--- config.mk ---
export PLATFORM = sky130hd
export DESIGN_NAME = ip_tx_arbiter
export DESIGN_NICKNAME = d
export VERILOG_FILES = /design/src/rtl/ip_tx_arbiter.sv
export SDC_FILE = /design/constraint.sdc
export NUM_CORES = 1
export LEC_CHECK = 0
export CAP_MARGIN = 20
export CELL_PAD_IN_SITES_DETAIL_PLACEMENT = 0
export CELL_PAD_IN_SITES_GLOBAL_PLACEMENT = 1
export CORE_ASPECT_RATIO = 0.5
export CORE_MARGIN = 8
export CORE_UTILIZATION = 29
export CTS_BUF_LIST = sky130_fd_sc_hd__clkbuf_4 sky130_fd_sc_hd__clkbuf_8 sky130_fd_sc_hd__clkbuf_16
export DETAILED_ROUTE_END_ITERATION = 10
export PLACE_DENSITY_LB_ADDON = 0.05
export REMOVE_ABC_BUFFERS = 1
export SYNTH_ARGS = -nofsm -noshare
export SYNTH_HDL_FRONTEND = slang
export SYNTH_SLANG_ARGS = --single-unit
--- constraint.sdc ---
create_clock -name i_clk -period 3.1 [get_ports i_clk]
set_clock_uncertainty 0.2 [all_clocks]
set_input_delay 0.62 -clock i_clk [delete_from_list [all_inputs] [get_ports i_clk]]
set_output_delay 0.62 -clock i_clk [all_outputs]
set_load 0.03 [all_outputs]
--- src/rtl/ip_tx_arbiter.sv ---
// Two-port, packet-locked, round-robin arbiter for the IP transmit stream.
// One registered output slice; per-port enables and forwarded-packet counters.
module ip_tx_arbiter #(
    parameter int unsigned DATA_W = 64,
    parameter int unsigned USER_W = 56,
    parameter int unsigned KEEP_W = DATA_W / 8
) (
    input  logic              i_clk,
    input  logic              i_rst_n,

    input  logic [DATA_W-1:0] s0_axis_ip_data,
    input  logic [USER_W-1:0] s0_axis_ip_user,
    input  logic [KEEP_W-1:0] s0_axis_ip_keep,
    input  logic              s0_axis_ip_last,
    input  logic              s0_axis_ip_valid,
    output logic              s0_axis_ip_ready,

    input  logic [DATA_W-1:0] s1_axis_ip_data,
    input  logic [USER_W-1:0] s1_axis_ip_user,
    input  logic [KEEP_W-1:0] s1_axis_ip_keep,
    input  logic              s1_axis_ip_last,
    input  logic              s1_axis_ip_valid,
    output logic              s1_axis_ip_ready,

    output logic [DATA_W-1:0] m_axis_ip_data,
    output logic [USER_W-1:0] m_axis_ip_user,
    output logic [KEEP_W-1:0] m_axis_ip_keep,
    output logic              m_axis_ip_last,
    output logic              m_axis_ip_valid,
    input  logic              m_axis_ip_ready,

    input  logic [1:0]        i_port_en,
    output logic [1:0]        o_grant,
    output logic [15:0]       o_pkt_cnt0,
    output logic [15:0]       o_pkt_cnt1
);

    localparam int unsigned CNT_W = 16;

    typedef enum logic {
        ST_IDLE = 1'b0,
        ST_BUSY = 1'b1
    } state_t;

    state_t              state_q;
    logic [1:0]          grant_q;
    logic [1:0]          grant_d;
    logic                last_q;

    logic                m_valid_q;
    logic                m_last_q;
    logic [DATA_W-1:0]   m_data_q;
    logic [USER_W-1:0]   m_user_q;
    logic [KEEP_W-1:0]   m_keep_q;

    logic [CNT_W-1:0]    pkt_cnt0_q;
    logic [CNT_W-1:0]    pkt_cnt0_d;
    logic [CNT_W-1:0]    pkt_cnt1_q;
    logic [CNT_W-1:0]    pkt_cnt1_d;

    logic [1:0]          req_c;
    logic                out_free_c;
    logic                s0_fire_c;
    logic                s1_fire_c;
    logic                fire_c;
    logic [DATA_W-1:0]   sel_data_c;
    logic [USER_W-1:0]   sel_user_c;
    logic [KEEP_W-1:0]   sel_keep_c;
    logic                sel_last_c;

    // Enables only gate new grants; an owned packet always runs to its last beat.
    assign req_c      = {s1_axis_ip_valid & i_port_en[1], s0_axis_ip_valid & i_port_en[0]};
    assign out_free_c = !m_valid_q || m_axis_ip_ready;

    assign s0_axis_ip_ready = (state_q == ST_BUSY) && grant_q[0] && out_free_c;
    assign s1_axis_ip_ready = (state_q == ST_BUSY) && grant_q[1] && out_free_c;

    assign s0_fire_c = s0_axis_ip_valid && s0_axis_ip_ready;
    assign s1_fire_c = s1_axis_ip_valid && s1_axis_ip_ready;
    assign fire_c    = s0_fire_c || s1_fire_c;

    // Beat mux follows the registered owner.
    always_comb begin
        sel_data_c = s0_axis_ip_data;
        sel_user_c = s0_axis_ip_user;
        sel_keep_c = s0_axis_ip_keep;
        sel_last_c = s0_axis_ip_last;
        if (grant_q[1]) begin
            sel_data_c = s1_axis_ip_data;
            sel_user_c = s1_axis_ip_user;
            sel_keep_c = s1_axis_ip_keep;
            sel_last_c = s1_axis_ip_last;
        end
    end

    // Round-robin pick: on a tie the port other than the previous owner wins.
    always_comb begin
        grant_d = req_c;
        if (req_c == 2'b11) begin
            grant_d = last_q ? 2'b01 : 2'b10;
        end
    end

    assign pkt_cnt0_d = pkt_cnt0_q + CNT_W'(1);
    assign pkt_cnt1_d = pkt_cnt1_q + CNT_W'(1);

    always_ff @(posedge i_clk) begin
        if (!i_rst_n) begin
            state_q    <= ST_IDLE;
            grant_q    <= 2'b00;
            last_q     <= 1'b1;
            m_valid_q  <= 1'b0;
            m_last_q   <= 1'b0;
            m_data_q   <= '0;
            m_user_q   <= '0;
            m_keep_q   <= '0;
            pkt_cnt0_q <= '0;
            pkt_cnt1_q <= '0;
        end else begin
            if (fire_c) begin
                m_valid_q <= 1'b1;
                m_data_q  <= sel_data_c;
                m_user_q  <= sel_user_c;
                m_keep_q  <= sel_keep_c;
                m_last_q  <= sel_last_c;
            end else if (m_axis_ip_ready) begin
                m_valid_q <= 1'b0;
            end

            case (state_q)
                ST_IDLE: begin
                    if (req_c != 2'b00) begin
                        state_q <= ST_BUSY;
                        grant_q <= grant_d;
                    end
                end
                ST_BUSY: begin
                    if (fire_c && sel_last_c) begin
                        state_q <= ST_IDLE;
                        grant_q <= 2'b00;
                        last_q  <= grant_q[1];
                        if (grant_q[0]) begin
                            pkt_cnt0_q <= pkt_cnt0_d;
                        end else begin
                            pkt_cnt1_q <= pkt_cnt1_d;
                        end
                    end
                end
                default: begin
                    state_q <= ST_IDLE;
                    grant_q <= 2'b00;
                end
            endcase
        end
    end

    assign m_axis_ip_data  = m_data_q;
    assign m_axis_ip_user  = m_user_q;
    assign m_axis_ip_keep  = m_keep_q;
    assign m_axis_ip_last  = m_last_q;
    assign m_axis_ip_valid = m_valid_q;
    assign o_grant         = grant_q;
    assign o_pkt_cnt0      = pkt_cnt0_q;
    assign o_pkt_cnt1      = pkt_cnt1_q;

endmodule
==> results of run 1 <==
==> per-layer routing <==
metal  share of wire (%)  wire length (microns)  track usage, %  vias up
met5               0.044                     13               0        -
met4                 2.5                    760           7.730        2
met3                 5.1                   1519           5.300       41
met2                  53                  15930           33.44      167
met1                  39                  11600           20.03     3427
li1                    -                      -               -     3762
==> final cells by class <==
| class | count | area (sq um) | share of cell area, % |
|---|---|---|---|
| Sequential cell | 166 | 3327 | 26.32 |
| Tap cell | 344 | 430.4 | 3.405 |
| Clock buffer | 26 | 536.8 | 4.246 |
| Clock inverter | 3 | 40.04 | 0.3167 |
| Antenna cell | 3 | 7.507 | 0.05938 |
| Multi-Input combinational cell | 553 | 3797 | 30.04 |
| Inverter | 3 | 13.76 | 0.1089 |
| Timing Repair Buffer | 445 | 4489 | 35.51 |
==> cell usage in the layout (no fill, tap or decap), drive strengths merged, types with 4 or more instances in the layout <==
master         netlist  final
a21oi               32     32
clkbuf              44     26
or4                 17     17
nand2b               4      4
dfxtp              166    166
buf                 25     16
nor2               130    130
a211oi             128    128
o31ai               17     17
or3                  9      9
o21ai               11     11
nand3               10     10
mux2i              131    131
nand2               18     18
nand4               16     16
and3                 4      4
clkdlybuf4s50        0    429
==> worst reg2reg max path: stages, from the launching register on <==
cell and delay [ns]:
dfxtp_1 0.33, buf_4 0.21, a22o_2 0.23, and3_4 0.34, buf_12 0.32, nor2_1 0.16, a211oi_1 0.23
==> state kept, by name, indices dropped and copies added (netlist names), 2 cells and up <==
name and cells:
o_pkt_cnt1 16, o_pkt_cnt0 16, o_grant 2, m_axis_ip_keep 8
m_axis_ip_data 64, m_axis_ip_user 56
==> cell usage after synthesis (all sizes together) <==
cell type	n	area, sq um
a211oi	128	960.9
a21o	1	7.510
a21oi	32	160.2
a22o	1	10.01
a311oi	1	8.760
a31oi	1	6.260
and2	2	12.51
and3	4	25.02
and4	2	17.52
and4b	1	10.01
buf	25	123.9
clkbuf	44	165.2
dfxtp	166	3323
ha	2	25.02
inv	3	11.26
mux2	1	15.01
mux2i	131	1311
nand2	18	67.56
nand2b	4	25.02
nand3	10	50.05
nand3b	1	7.510
nand4	16	115.1
nand4b	1	8.760
nor2	130	488.0
nor2b	1	6.260
nor3	1	5.000
nor4	2	12.51
o211ai	1	7.510
o21a	1	7.510
o21ai	11	55.05
o31a	1	8.760
o31ai	17	127.6
o41ai	2	17.52
or3	9	56.30
or3b	1	8.760
or4	17	127.6
or4b	2	20.02
==> stage by stage <==
step / util, % / hold slack (ns) / power (mW)
after floorplan: - / 0.2628 / 2.727
after global placement: 47.87 / 0.2444 / 3.228
after detailed placement: 47.87 / 0.2501 / 3.237
after CTS: 50.16 / 0.2591 / 5.351
after global routing: 50.18 / 0.2759 / 5.509
final: 50.19 / 0.2572 / 5.266
==> worst paths after layout <==
check	slack, ns	cells past startpoint	startpoint	to
max	0.31	4	m_axis_ip_ready	s0_axis_ip_ready
min	0.26	2	m_axis_ip_last	m_axis_ip_last
min reg2reg	0.26	2	m_axis_ip_last	m_axis_ip_last
max reg2reg	0.99	6	o_grant[0]	m_axis_ip_data[12]
==> kinds of logic (layout without fill, tap and decap cells) <==
group | after synthesis | in the layout | share of synthesized area [%]
multiplexers | 132 | 132 | 17.88
adder cells (fa/ha/maj) | 2 | 2 | 0.3374
AND/OR/NAND/NOR | 222 | 222 | 14.34
flip-flops | 166 | 166 | 44.81
buffers and inverters | 72 | 477 | 4.049
AO/OA/AOI/OAI | 197 | 197 | 18.58
other | 0 | 3 | 0
==> report_power, final <==
group	total [mW]	switching [mW]	leakage [nW]	internal, mW
combinational	0.953	0.421	2.39	0.532
clock	2.09	0.831	0.291	1.26
sequential	2.22	0.0323	1.34	2.19
total	5.27	1.28	4.02	3.98
==> reports/metrics.yaml, run 1 <==
status: "completed"
first_global_vias: 7575
cts_root_buffer: "clkbuf_16"
hold_path.class: "flop to flop"
ys_types: 41
worst_slew_margin_rel_pct: 40.41
holdBufCountCts: 0
dieWidth_microns: 242.2
crit_path_end_kind: "output pin"
critPathSlowestCell: "clkdlybuf4s50_1"
max_freq_mhz: 358.1
syn_area_sq_um: 7416
yosysSeqAreaShare_pct: 44.81
grt_overflow: 0
routed_wl_microns: 29820
fin_ws_ns: 0.3078
grt_setup_unrepaired: "no"
timing.final.crit_share_pct: 90.07
grt_max_degree: 129
cts_tree: "yes"
path_buf_inv: 2
die_h_microns: 129.1
worst_slew_pin_slew_ns: 0.8938
cts.sinks: 166
crit_path_cell_trace: "clkdlybuf4s50_1 > nand2b_1 > nor2b_1 > clkdlybuf4s50_1"
cts.path.max_buffers: 2
hpwlAfterDp_microns: 23350
critPathTopFamily: "buffers and inverters"
cp.required_ns: 2.28
fin_nets: 1453
fin_cells: 1543
dieArea_sq_um: 31260
grt_pass1_wl_microns: 44720
antenna_found_initial: 3
vias_per_cell: 4.795
rows: 41
ioPinCount: 431
core_sq_um: 25190
critPathMaxStageDelay_ns: 0.67
final_design_area_no_fill_sq_um: 12640
yosysWarnings: 0
worstPathArrival_ns: 1.97
drcViolationCount: 0
avgSynthCellArea_sq_um: 9.375
critPathMaxFanout: 2
critPathLaunchType: "primary input"
finalSetupViolations: 0
place_ws_ns: 0.3036
cts.clk_slew.worst_paths_ns: 0.06
cts_resized: 0
wl_per_cell_microns: 19.33
slew_violations: 0
gp_congestion: 0.7566
drt_iter0_markers: 313
hold_viol_final: 0
start_util_pct: 29.44
placedCellCount: 1511
maxCapViolations: 0
drive_above_1_share_pct: 4.348
syn_to_final_growth_pct: 70.47
ir_drop_v: 0.0003949
crit_type: "primary input to output pin"
powerDensity_nw_per_um2: 416.6
antenna_left: 0
p_leak_nw: 4.023
ys_ff_latch: 166
port_buffers: 430
fillCellCount: 2349
period_minus_slack_ns: 2.792
clk_latency_ns: 0.42
cp_common_cell: "clkdlybuf4s50_1"
cts_setup_buffers: 0
num_vias: 7399
dr.pass1.iters: 4
tns_ns: 0
cts-buffers-inserted: 17
cts.htree.levels: 4
synthCells: 791
grt_use_total_pct: 18.32
place_area_sq_um: 12060
Power figures use the tool's default switching activity.
==> inputs of run 2 (changes only) <==
--- a/config.mk
+++ b/config.mk
@@ -9,7 +9,7 @@
 export CELL_PAD_IN_SITES_DETAIL_PLACEMENT = 0
 export CELL_PAD_IN_SITES_GLOBAL_PLACEMENT = 1
 export CORE_ASPECT_RATIO = 0.5
-export CORE_MARGIN = 8
+export CORE_MARGIN = 1.5
 export CORE_UTILIZATION = 29
 export CTS_BUF_LIST = sky130_fd_sc_hd__clkbuf_4 sky130_fd_sc_hd__clkbuf_8 sky130_fd_sc_hd__clkbuf_16
 export DETAILED_ROUTE_END_ITERATION = 10
==> reports/metrics.yaml, run 2 (synthesis gave the netlist of run 1 again) <==
critPathMaxFanout: 3
finalSetupViolations: 0
fillCellCount: 2358
timing.final.crit_share_pct: 91.50
grt_setup_unrepaired: "no"
cts.sinks: 166
critPathMaxStageDelay_ns: 0.66
grt_overflow: 0
min_from: "m_axis_ip_last"
grt_pass1_wl_microns: 40570
rrSetupSlack_ns: 0.94
grt_use_total_pct: 20.03
hpwlAfterDp_microns: 20890
core_sq_um: 25140
cp_common_cell: "clkdlybuf4s50_1"
cp.required_ns: 2.28
cts.clk_slew.worst_paths_ns: 0.06
antenna_found_initial: 2
holdBufCountCts: 0
worstPathArrival_ns: 2.02
drt_iter0_markers: 382
cts.htree.levels: 4
worst_slew_margin_rel_pct: 38.56
rows: 41
ioPinCount: 431
slew_violations: 0
rr_worst_depth: 3
holdPathStages: 2
crit_path_end_kind: "output pin"
first_global_vias: 7042
r2r-end: "m_axis_ip_data[29]"
drcViolationCount: 0
maxCapViolations: 0
largest_reg_flops: 64
syn_to_final_growth_pct: 72.53
clk_latency_ns: 0.43
worst_slew_pin_slew_ns: 0.9216
wl_per_cell_microns: 17.55
port_buffers: 430
drive_above_1_share_pct: 4.742
placedCellCount: 1515
cts-buffers-inserted: 17
holdPathEnd: "m_axis_ip_last"
antenna_left: 0
critPathLaunchType: "primary input"
cts.path.max_buffers: 2
ir_drop_v: 0.0004109
critPathSlowestCell: "clkdlybuf4s50_1"
powerDensity_nw_per_um2: 432.0
crit_path_cell_trace: "clkdlybuf4s50_1 > nand2b_1 > and3_1 > clkdlybuf4s50_1"
hold_path.class: "flop to flop"
final_cell_mix: "clkdlybuf4s50_1, dfxtp_1, mux2i_1"
p_total_mw: 5.527
dieArea_sq_um: 26600
dr.pass1.iters: 4
dieWidth_microns: 229.2
fin_nets: 1457
r2r_start: "o_grant[1]"
crit_type: "primary input to output pin"
grt_max_degree: 95
start_util_pct: 29.50
finalCoreUtilization_pct: 50.90
routed_wl_microns: 27170
num_vias: 7388
vias_per_cell: 4.773
cts_tree: "yes"
gp_congestion: 0.8045
final_common_cell: "clkdlybuf4s50_1"
cts_setup_buffers: 0
cts_root_buffer: "clkbuf_16"
fin_cells: 1548
die_h_microns: 116.1
cts_resized: 0
max_freq_mhz: 352.5
hold_viol_final: 0
status: "completed"
p_leak_nw: 4.082
period_minus_slack_ns: 2.837
run 2: changes by cell type in the layout (fill, tap and decap cells not counted):
cell             delta
clkinv_2            +1
clkdlybuf4s50_1     +1
clkinvlp_4          +1
buf_4               -1
diode_2             -1
buf_12              +4
clkbuf_8            -4
clkbuf_16           +1
bufinv_16           +3
run 2: per-stage QoR:
stage                     setup TNS (ns)  hold WS (ns)  setup WS, ns  instance area, sq um
final                                  0        0.2606        0.2634                 12790
after global routing                   0        0.2880        0.1957                 12790
after CTS                              0        0.2588        0.2563                 12790
after detailed placement               0        0.2499        0.2660                 12140
after global placement                 0        0.2471        0.2529                 12140
after floorplan                 -1075.86        0.2628        -7.339                  7127
run 2: worst max path at each step:
stage / from / endpoint / slack (ns) / depth (start not counted)
floorplan: o_grant[1] / m_axis_ip_data[0] / -7.34 / 3
global placement: m_axis_ip_ready / s1_axis_ip_ready / 0.25 / 4
detailed placement: m_axis_ip_ready / s1_axis_ip_ready / 0.27 / 4
CTS: m_axis_ip_ready / s1_axis_ip_ready / 0.26 / 4
global route: m_axis_ip_ready / s0_axis_ip_ready / 0.20 / 4
finish: m_axis_ip_ready / s1_axis_ip_ready / 0.26 / 4
run 2: critical path, delay by kind of cell:
kind | cells | cell delay, ns
buf+inv | 2 | 1.11
simple gates | 2 | 0.28
run 2: layout make-up:
class / count / area [sq um] / area share [%]
clock inverters: 8 / 142.6 / 1.115
diodes: 2 / 5.005 / 0.03912
repair buffers: 449 / 4572 / 35.73
inverters: 3 / 13.76 / 0.1076
clock buffers: 23 / 506.7 / 3.960
well taps: 344 / 430.4 / 3.364
multi-input cells: 553 / 3797 / 29.68
flip-flops and latches: 166 / 3327 / 26.00
run 2: metal layers:
| layer | track usage (%) | routed length, microns | vias to the layer above |
|---|---|---|---|
| met2 | 34.61 | 13510 | 157 |
| met3 | 5.758 | 1397 | 34 |
| met5 | 0 | 0 | - |
| li1 | - | - | 3768 |
| met4 | 7.588 | 618 | 0 |
| met1 | 23.89 | 11640 | 3429 |
run 2: power by group:
group	internal [mW]	switching (mW)	total, mW
Clock	1.47	0.875	2.35
Combinational	0.537	0.417	0.954
Sequential	2.19	0.0367	2.23
Total	4.20	1.33	5.53
==> inputs of run 3 (changes only) <==
--- a/config.mk
+++ b/config.mk
@@ -15,6 +15,7 @@
 export DETAILED_ROUTE_END_ITERATION = 10
 export PLACE_DENSITY_LB_ADDON = 0.05
 export REMOVE_ABC_BUFFERS = 1
+export SKIP_CTS_REPAIR_TIMING = 1
 export SYNTH_ARGS = -nofsm -noshare
 export SYNTH_HDL_FRONTEND = slang
 export SYNTH_SLANG_ARGS = --single-unit
==> results of run 3 <==
No change in the layout: final DEF, timing and power equal those of run 2.
